`src/rtl/shift_req_pipe.sv`:
```
// rtl/shift_req_pipe.sv - FIFO-buffered, registered, back-pressurable front end for barrelshifter32

module barrelshifter32 (
    input  logic [31:0] a,
    input  logic [5:0]  b,
    input  logic [2:0]  aluc,
    output logic [31:0] c
);
    logic        w_fill;
    logic [63:0] w_ext;
    logic [63:0] w_right;

    // Right shifts run on a 64-bit sign/zero-extended copy, so amounts of 32..63 fill completely.
    always_comb begin
        w_fill  = 1'b0;
        c       = 32'd0;
        casez (aluc)
            3'b?00:  w_fill = a[31];
            default: w_fill = 1'b0;
        endcase
        w_ext   = {{32{w_fill}}, a};
        w_right = w_ext >> b;
        casez (aluc)
            3'b?1?:  c = a << b;
            default: c = w_right[31:0];
        endcase
    end
endmodule

module shift_req_pipe #(
    parameter int DEPTH = 4,
    parameter int CNT_W = 16
) (
    input  logic                     clk,
    input  logic                     rst_n,
    input  logic                     in_valid,
    output logic                     in_ready,
    input  logic [31:0]              in_a,
    input  logic [5:0]               in_b,
    input  logic [2:0]               in_aluc,
    output logic                     out_valid,
    input  logic                     out_ready,
    output logic [31:0]              out_c,
    output logic                     out_zero,
    output logic                     out_neg,
    output logic [$clog2(DEPTH):0]   fifo_count,
    output logic [CNT_W-1:0]         op_count
);
    localparam int PW = $clog2(DEPTH);
    localparam int CW = PW + 1;
    localparam logic [CW-1:0] FULL = CW'(DEPTH);

    logic [31:0]      r_mem_a    [DEPTH];
    logic [5:0]       r_mem_b    [DEPTH];
    logic [2:0]       r_mem_aluc [DEPTH];
    logic [PW-1:0]    r_wr_ptr;
    logic [PW-1:0]    r_rd_ptr;
    logic [CW-1:0]    r_count;
    logic             r_out_valid;
    logic [31:0]      r_out_c;
    logic             r_out_zero;
    logic             r_out_neg;
    logic [CNT_W-1:0] r_op_count;

    logic             w_pop;
    logic             w_push;
    logic [31:0]      w_c;

    // A full FIFO still accepts when its head leaves in the same cycle.
    assign w_pop    = (!r_out_valid || out_ready) && (r_count != '0);
    assign in_ready = (r_count < FULL) || w_pop;
    assign w_push   = in_valid && in_ready;

    barrelshifter32 u_shifter (
        .a    (r_mem_a[r_rd_ptr]),
        .b    (r_mem_b[r_rd_ptr]),
        .aluc (r_mem_aluc[r_rd_ptr]),
        .c    (w_c)
    );

    always_ff @(posedge clk) begin
        if (w_push) begin
            r_mem_a[r_wr_ptr]    <= in_a;
            r_mem_b[r_wr_ptr]    <= in_b;
            r_mem_aluc[r_wr_ptr] <= in_aluc;
        end
    end

    always_ff @(posedge clk) begin
        if (!rst_n) begin
            r_wr_ptr    <= '0;
            r_rd_ptr    <= '0;
            r_count     <= '0;
            r_out_valid <= 1'b0;
            r_out_c     <= 32'd0;
            r_out_zero  <= 1'b1;
            r_out_neg   <= 1'b0;
            r_op_count  <= '0;
        end else begin
            if (w_push) begin
                r_wr_ptr <= r_wr_ptr + PW'(1);
            end
            if (w_pop) begin
                r_rd_ptr <= r_rd_ptr + PW'(1);
            end
            r_count <= r_count + CW'(w_push) - CW'(w_pop);

            if (r_out_valid && out_ready) begin
                r_op_count <= r_op_count + CNT_W'(1);
            end

            if (w_pop) begin
                r_out_valid <= 1'b1;
                r_out_c     <= w_c;
                r_out_zero  <= (w_c == 32'd0);
                r_out_neg   <= w_c[31];
            end else if (out_ready) begin
                r_out_valid <= 1'b0;
            end
        end
    end

    assign out_valid  = r_out_valid;
    assign out_c      = r_out_c;
    assign out_zero   = r_out_zero;
    assign out_neg    = r_out_neg;
    assign fifo_count = r_count;
    assign op_count   = r_op_count;
endmodule

```
`config.mk`:
```
export PLATFORM = sky130hd
export DESIGN_NAME = shift_req_pipe
export DESIGN_NICKNAME = d
export VERILOG_FILES = /design/src/rtl/shift_req_pipe.sv
export SDC_FILE = /design/constraint.sdc
export NUM_CORES = 1
export LEC_CHECK = 0
export CORE_MARGIN = 2
export CORE_UTILIZATION = 63
export DETAILED_ROUTE_END_ITERATION = 7
export GPL_TIMING_DRIVEN = 0
export MAX_ROUTING_LAYER = met4
export PLACE_DENSITY = 0.85
export SYNTH_ARGS = -nofsm -noshare
export SYNTH_HDL_FRONTEND = slang
export SYNTH_HIERARCHICAL = 1
export SYNTH_SLANG_ARGS = --single-unit
```
`constraint.sdc`:
```
create_clock -name clk -period 6.7 [get_ports clk]
set_input_delay 0.67 -clock clk [delete_from_list [all_inputs] [get_ports clk]]
set_output_delay 0.67 -clock clk [all_outputs]
set_load 0.005 [all_outputs]
```
==> results.yml, run 1 <==
global_route:
  met1_usage: 0.550
  top_usage_layer: "met2"
  track_usage: 0.446
  grt_pass1_vias: 10600
  use_met2: 0.674
  grt_pass1_wl_mm: 65.8
  grt_use_met3: 0.130
  grt.overflow.total: 0
  antenna_found_initial: 0
  grt_max_degree: 37
cts:
  cts_max_level: 1
  clockBufferDepth: 3
  cts_tree: "done"
  cts_sinks: 219
  cts_resized: 0
  post-cts-setup-buffers: 0
  cts_root_buf: "clkbuf_16"
  cts_buffers: 22
  ctsHoldBuffers: 0
  clk_latency_ns: 0.55
  clk_pin_slew_ns: 0.06
route:
  drt_first_pass_iters: 8
  post_drt_via_cell_ratio: 7.52
  initialDrtViolationCount: 2152
  drcViolationCount: 9
  drt.antenna.violating_nets: 0
  routed_wl_mm: 45.0
  vias: 11000
  routedWlPerCell_um: 30.9
sta:
  tns_ns: 0
  finalCritPeriodShare: 0.760
  period_needed_ns: 5.09
  fin_worst_skew_ns: 0.0415
  finalMaxSlewViolations: 0
  setup_violations: 0
  tightest_slew_ns: 1.41
  rsz0062_at_grt: "false"
  final_hold_viol_count: 0
  relSlewSlack: 0.0532
  fmax_mhz: 196
  fin_ws_ns: 1.61
pwr:
  power.total_mw: 7.43
  p_leak_nw: 4.84
  ir_worst_vdd_mv: 0.400
  powerDensity_nw_per_um2: 509
die:
  die_w_um: 145
  die_y_um: 145
  dieArea_um2: 21000
  io_pins: 100
  coreArea_um2: 19500
  fp-row-count: 51
  initial_core_util: 0.641
logic_synthesis:
  syn_inst: 1052
  syn-num-nets: 1105
  avgSynthCellArea_um2: 11.9
  ys_warn_count: 6
  synth_area_um2: 12500
critical_path:
  cp-end-kind: "flop"
  critPathKind: "flop to flop"
  cp.arrival_ns: 5.51
  cp_max_fo: 10
  crit_required_ns: 7.12
  cp-start-kind: "flop"
min_path:
  hp-class: "flop to flop"
layout:
  fillers: 1222
  fin_nets: 1231
  final_core_util: 0.750
  fin_cells: 1458
  syn_to_final_growth_pct: 16.9
  diodes: 0
  drive_gt1_frac: 0.176
flow_run:
  maxCapViolations: 0
place:
  post-place-ws_ns: 2.12
  gp_congestion: 1.14
  port_buffers: 98
  placed_cells: 1419
  dp_hpwl_mm: 31.3
outcome:
  violations: "DRC"
  status: "finished with violations"
## metal layers
metal	vias to the layer above	share of wire
met5	-	0
met1	5113	0.33
met3	341	0.15
li1	4349	-
met4	0	0.077
met2	1159	0.44
## area by class of cell
| type | instances | area (µm²) | area share |
|---|---|---|---|
| plain buffers | 88 | 439 | 0.0301 |
| clock buffers | 31 | 646 | 0.0442 |
| clock inverters | 8 | 68.8 | 0.00472 |
| inverters | 14 | 52.6 | 0.00360 |
| multi-input cells | 731 | 6010 | 0.412 |
| flip-flops and latches | 219 | 5990 | 0.410 |
| well taps | 265 | 332 | 0.0227 |
| repair buffers | 102 | 1060 | 0.0727 |
## final timing paths
| kind | start | to | slack [ns] | cells after the start |
|---|---|---|---|---|
| worst min register to register | out_c[14] | out_c[14] | 0.46 | 2 |
| worst max register to register | flop | out_zero | 1.61 | 13 |
| worst max-delay path | flop | out_zero | 1.61 | 13 |
| worst min-delay path | out_c[14] | out_c[14] | 0.46 | 2 |
## registers in the layout (all words and copies together) (netlist names), named ones only
name,count
r_wr_ptr,2
r_mem_a,128
fifo_count,3
out_c,32
r_mem_b,24
r_rd_ptr,2
op_count,16
out_zero,1
out_valid,1
r_mem_aluc,8
## power breakdown
part           switching (mW)  internal, mW  total [mW]
combinational            2.89          1.64        4.53
clock                   0.528         0.678        1.21
sequential             0.0775          1.61        1.69
total                    3.49          3.94        7.43
## metrics by stage
stage / area, µm² / hold WS (ns)
finish: 14600 / 0.459
global route: 14600 / 0.464
CTS: 14600 / 0.459
detailed placement: 13900 / 0.451
global placement: 13800 / 0.441
floorplan: 12500 / 0.453
## worst max-delay path, stage by stage, from the launching register on
cell and delay (ns):
dfxtp_1 0.32, clkbuf_1 0.42, buf_2 0.46, mux4_2 0.59, buf_2 0.26, inv_2 0.22, buf_2 0.33, buf_1 0.63
a21oi_1 0.37, a32oi_1 0.30, o211ai_1 0.16, nor4_1 0.51, nand4_1 0.17, o31ai_1 0.24
## layout by cell type (no fill, tap or decap), drive strengths merged, types with 4 or more instances in the layout
| cell | n |
|---|---|
| nand4 | 10 |
| nor3 | 14 |
| a221oi | 8 |
| mux2i | 33 |
| a22oi | 12 |
| a21oi | 82 |
| inv | 14 |
| a31oi | 11 |
| clkinv | 8 |
| mux2 | 19 |
| o22ai | 9 |
| dfxtp | 59 |
| xor2 | 7 |
| clkbuf | 67 |
| o31ai | 7 |
| nor4 | 11 |
| and2 | 5 |
| mux4 | 99 |
| ha | 7 |
| nand3 | 23 |
| o211ai | 17 |
| and4 | 4 |
| edfxtp | 160 |
| xnor2 | 8 |
| nand2 | 114 |
| o21ai | 43 |
| and3 | 8 |
| clkdlybuf4s50 | 98 |
| or3 | 11 |
| a211oi | 10 |
| nor2b | 7 |
| nor2 | 102 |
| buf | 56 |
Power figures use the tool's default switching activity.
==> run 2, diff against run 1 <==
--- a/config.mk
+++ b/config.mk
@@ -6,11 +6,11 @@
 export NUM_CORES = 1
 export LEC_CHECK = 0
 export CORE_MARGIN = 2
-export CORE_UTILIZATION = 63
+export CORE_UTILIZATION = 59
 export DETAILED_ROUTE_END_ITERATION = 7
 export GPL_TIMING_DRIVEN = 0
 export MAX_ROUTING_LAYER = met4
-export PLACE_DENSITY = 0.85
+export PLACE_DENSITY = 0.81
 export SYNTH_ARGS = -nofsm -noshare
 export SYNTH_HDL_FRONTEND = slang
 export SYNTH_HIERARCHICAL = 1
==> constraint.sdc (replaced) <==
create_clock -name clk -period 5.14 [get_ports clk]
set_input_delay 0.514 -clock clk [delete_from_list [all_inputs] [get_ports clk]]
set_output_delay 0.514 -clock clk [all_outputs]
set_load 0.005 [all_outputs]
==> run 2 against run 1 <==
Against the previous run: final area shrank 0.14%; final cell count grew 0.82%; core utilization shrank 5.2 points; first-iteration DRC count shrank 18%; sequential share of layout area grew 0.056 points; worst setup slack lost 1.5 ns; sequential power grew 31%; the run now ends clean; total power grew 31%; largest power group unchanged; wire length grew 4.2%; clock skew shrank 0.013 ns; worst hold slack lost 0.0051 ns.
==> results.yml, run 2 (synthesized netlist as in run 1, its figures left out) <==
sta:
  final_hold_viol_count: 0
  finalCritPeriodShare: 0.980
  relSlewSlack: 0.245
  setup_violations: 0
  period_needed_ns: 5.03
  tightest_slew_ns: 1.13
  rsz0062_at_grt: "false"
  tns_ns: 0
  fmax_mhz: 199
  fin_worst_skew_ns: 0.0285
  finalMaxSlewViolations: 0
cts:
  clockBufferDepth: 3
  clk_latency_ns: 0.53
  cts_sinks: 219
  cts_tree: "done"
  ctsHoldBuffers: 0
  clk_pin_slew_ns: 0.07
  post-cts-setup-buffers: 0
  cts_buffers: 22
  cts_max_level: 1
  cts_resized: 0
  cts_root_buf: "clkbuf_16"
die:
  fp-row-count: 53
  coreArea_um2: 20900
  die_w_um: 149
  dieArea_um2: 22300
  io_pins: 100
  initial_core_util: 0.597
  die_y_um: 149
layout:
  final_common_cell: "edfxtp_1"
  layout_common_cells: "edfxtp_1 (160), nand2_1 (113), nor2_1 (101)"
  fin_nets: 1232
  drive_gt1_frac: 0.177
  top_register: "r_mem_a"
  largest_register_ff_count: 128
  syn_to_final_growth_pct: 16.8
pwr:
  p_comb_frac: 0.618
  p_leak_nw: 4.82
  ir_worst_vdd_mv: 0.419
  p_switching_mw: 4.65
  powerDensity_nw_per_um2: 668
  p_int_mw: 5.09
  power.total_mw: 9.74
  p_clk_frac: 0.156
  p_seq_frac: 0.227
  power.share.switching: 0.478
route:
  drcViolationCount: 0
  initialDrtViolationCount: 1763
  drt.antenna.violating_nets: 0
  drt_first_pass_iters: 7
  post_drt_via_cell_ratio: 7.44
  routed_wl_mm: 46.9
  routedWlPerCell_um: 31.9
  vias: 10900
flow_run:
  maxCapViolations: 0
critical_path:
  cp.arrival_ns: 5.46
  ff2ff_path_depth: 13
  crit_required_ns: 5.56
  critPathKind: "flop to flop"
  endpoint: "out_zero"
  cp-start-kind: "flop"
  cp-end-kind: "flop"
  worstReg2RegEnd: "out_zero"
  cp_max_fo: 10
  reg2reg_slack_ns: 0.11
place:
  port_buffers: 98
  gp_congestion: 1.03
  dp_hpwl_mm: 33.1
min_path:
  min_from: "out_c[10]"
  hp-class: "flop to flop"
outcome:
  status: "completed"
global_route:
  grt_pass1_wl_mm: 69.5
  grt.overflow.total: 0
  antenna_found_initial: 1
  grt_pass1_vias: 10600
  track_usage: 0.440
  grt_max_degree: 38
==> run 2: metrics by stage <==
stage	hold slack (ns)	utilization	cell area [µm²]	setup slack, ns	cells
2_1_floorplan	0.453	-	12500	1.84	1052
3_3_place_gp	0.443	0.661	13800	0.404	1425
3_5_place_dp	0.446	0.666	13900	0.528	1430
4_1_cts	0.454	0.697	14600	0.423	1469
5_1_grt	0.464	0.698	14600	0.0395	1470
6_report	0.454	0.698	14600	0.105	1470
==> run 2: cell type report <==
type	instances	area (µm²)
Fill cell	1435	6320
Multi-Input combinational cell	731	6010
Sequential cell	219	5990
Timing Repair Buffer	103	1070
Clock buffer	32	619
Buffer	88	439
Tap cell	275	344
Inverter	14	52.6
Clock inverter	7	46.3
Antenna cell	1	2.50
==> run 2: per-layer routing <==
| layer | vias up | part of all wire | routed length (µm) | global-route usage |
|---|---|---|---|---|
| met1 | 5214 | 0.35 | 16500 | 0.575 |
| met4 | 0 | 0.076 | 3570 | 0.253 |
| met3 | 283 | 0.14 | 6350 | 0.104 |
| li1 | 4357 | - | - | - |
| met2 | 1080 | 0.44 | 20400 | 0.634 |
| met5 | - | 0 | 0 | - |
==> run 2: how the worst min path moves through the flow <==
stage | end | slack [ns] | cells past startpoint
after floorplan | out_c[0] | 0.45 | 2
after global placement | out_c[1] | 0.44 | 2
after detailed placement | out_c[16] | 0.45 | 2
after CTS | out_c[16] | 0.45 | 2
after global routing | out_c[10] | 0.46 | 2
final | out_c[10] | 0.45 | 2
==> run 2: worst max-delay path: stages (launching register included) <==
cell	delay, ns
dfxtp_1	0.33
clkbuf_1	0.38
buf_2	0.43
mux4_2	0.58
buf_2	0.25
inv_2	0.21
buf_2	0.34
buf_1	0.55
a21oi_1	0.35
a32oi_1	0.39
o211ai_1	0.18
nor4_1	0.53
nand4_1	0.16
o31ai_1	0.24
==> run 2: power groups by stage <==
stage / Clock, mW / Combinational (mW) / Sequential [mW]
floorplan: 0 / 3.56 / 2.22
global placement: 0 / 5.54 / 2.22
detailed placement: 0 / 5.56 / 2.24
CTS: 1.53 / 5.62 / 2.21
global route: 1.59 / 6.11 / 2.22
finish: 1.52 / 6.02 / 2.21
==> RTL change (settings of run 2) <==
`CNT_W`: 16 -> 12.
--- a/src/rtl/shift_req_pipe.sv
+++ b/src/rtl/shift_req_pipe.sv
@@ -31,3 +31,3 @@
     parameter int DEPTH = 4,
-    parameter int CNT_W = 16
+    parameter int CNT_W = 12
 ) (
Interface: changed (resized op_count); port bits go from 100 to 96. No check against the original RTL was run, so the function may have changed too.
==> RTL change against run 2 <==
  * The flow now finishes with violations (design-rule violations)
  * Largest cell class unchanged
  * Final area increased by 1.3%
  * Utilization increased by 0.65 points
  * Hold slack improved by 5.3 ps
  * Critical endpoint unchanged
  * Synthesized cell count decreased by 2.0%
  * Area after synthesis increased by 0.86%
  * Highest routed layer unchanged
  * Setup slack improved by 300 ps
  * Power increased by 4.6%
  * Sequential cell count decreased by 4
  * Cell count decreased by 1.8%
  * Routed wire length increased by 2.3%
==> RTL change: results (changes against run 2) <==
clocking:
  root_buffer: "clkbuf_16"
  h-tree-depth: 1  # unchanged
  postCtsSetupBuffers: 0  # unchanged
  clk_pin_slew_ps: 70  # about the same
  post_cts_resized: 0  # unchanged
  clock_latency_ps: 560  # +30 ps
global_routing:
  grt_pass1_vias: 10600  # -0.63%
  antenna_found_initial: 0  # -1
  track_usage_pct: 44.2  # +0.20 points
  grt_max_degree: 36  # -5.3%
  grt_pass1_wl_um: 69900  # +0.52%
timing:
  tns_ps: 0  # unchanged
  fin_worst_skew_ps: 36.5  # +8.05 ps
  worst_pin_slew_ps: 1160  # +27.0 ps
routing:
  routedWlPerCell_um: 33.2  # +4.1%
  firstDrtPassIters: 8  # +1
  drc_errors: 53  # +53
  viasPerCell: 7.55  # +1.5%
  first_iter_violations: 2265  # +28%
placed_design:
  gp_congestion: 1.12  # +8.0%
  pre_cts_slack_ps: 863  # +335 ps
  place_hpwl_um: 33100  # about the same
  port_buffers: 94  # -4.1%
final_layout:
  final_layout_size_suffix_gt1_share_pct: 24.0  # +6.4 points
  fillers: 1422  # -0.91%
  antenna_cells: 0  # -1
  layout.nets: 1206  # -2.1%
  largest_register_ffs: 128  # unchanged
status:
  outcome: "complete, but fails checks"
  violations: "design-rule violations"
yosys:
  yosys_warnings: 6  # unchanged
  synth_nets: 1084  # -1.9%
power:
  swShare_pct: 47.2  # -0.56 points
  p_leak_nw: 4.87  # +1.0%
  vdd_ir_drop_max_v: 0.000522  # +25%
worst_setup_path:
  cp_max_fo: 10  # unchanged
  arrival_ps: 5180  # -280 ps
[RTL change: cell count changes in the layout (fill, tap and decap cells not counted), sizes merged, moves of 5 or more]
cell / change
o21ai: -5
bufinv: +5
a21oi: -5
xnor2: -5
or3: -5
xor2: +5
clkbuf: -12
[RTL change: metrics by stage]
stage	hold WS (ps)	cells	cell area, um^2	util (%)	power [mW]
after floorplan	453	1031	12600	-	5.97
after global routing	473	1444	14800	70.4	10.3
final	459	1444	14800	70.4	10.2
after global placement	448	1400	13900	66.2	7.92
after CTS	459	1444	14800	70.4	9.79
after detailed placement	451	1404	14000	66.6	7.95
[RTL change: final timing paths]
check,from,endpoint,slack [ps],cells after the start
setup / recovery,register,out_zero,400,13
hold / removal,out_c[28],out_c[28],460,2
setup reg to reg,register,out_zero,400,13
hold reg to reg,out_c[28],out_c[28],460,2
[RTL change: power groups by stage]
stage	logic [mW]	registers (mW)	clock network (mW)
CTS	5.82	2.19	1.77
global placement	5.71	2.20	0
finish	6.23	2.19	1.76
detailed placement	5.73	2.22	0
floorplan	3.76	2.21	0
global route	6.28	2.21	1.82
[RTL change: cell type report]
| cell class | count | area [um^2] | share of cell area, % |
|---|---|---|---|
| Timing Repair Buffer | 98 | 1020 | 6.92 |
| Buffer | 88 | 523 | 3.54 |
| Clock buffer | 22 | 551 | 3.73 |
| Inverter | 12 | 47.5 | 0.322 |
| Sequential cell | 215 | 5910 | 40.0 |
| Tap cell | 275 | 344 | 2.33 |
| Clock inverter | 18 | 240 | 1.63 |
| Multi-Input combinational cell | 716 | 6120 | 41.5 |
[RTL change: routing by layer]
layer	share of wire (%)	vias up	GRT usage [%]	routed length, um
li1	-	4271	-	-
met3	14	364	11.8	6540
met5	0	-	-	0
met4	8.5	0	25.9	4080
met1	34	5140	55.4	16300
met2	44	1128	65.0	21000
[RTL change: worst max-delay path, cell delays in order, from the launching register on]
cell and delay (ps):
dfxtp_1 320, buf_1 340, buf_2 370, mux4_2 330, buf_2 290, buf_1 750
nand2_1 350, nand2_1 210, a31oi_1 100, a221oi_1 440, o211ai_1 270, nor4_1 470
nand4_1 150, o31ai_1 230
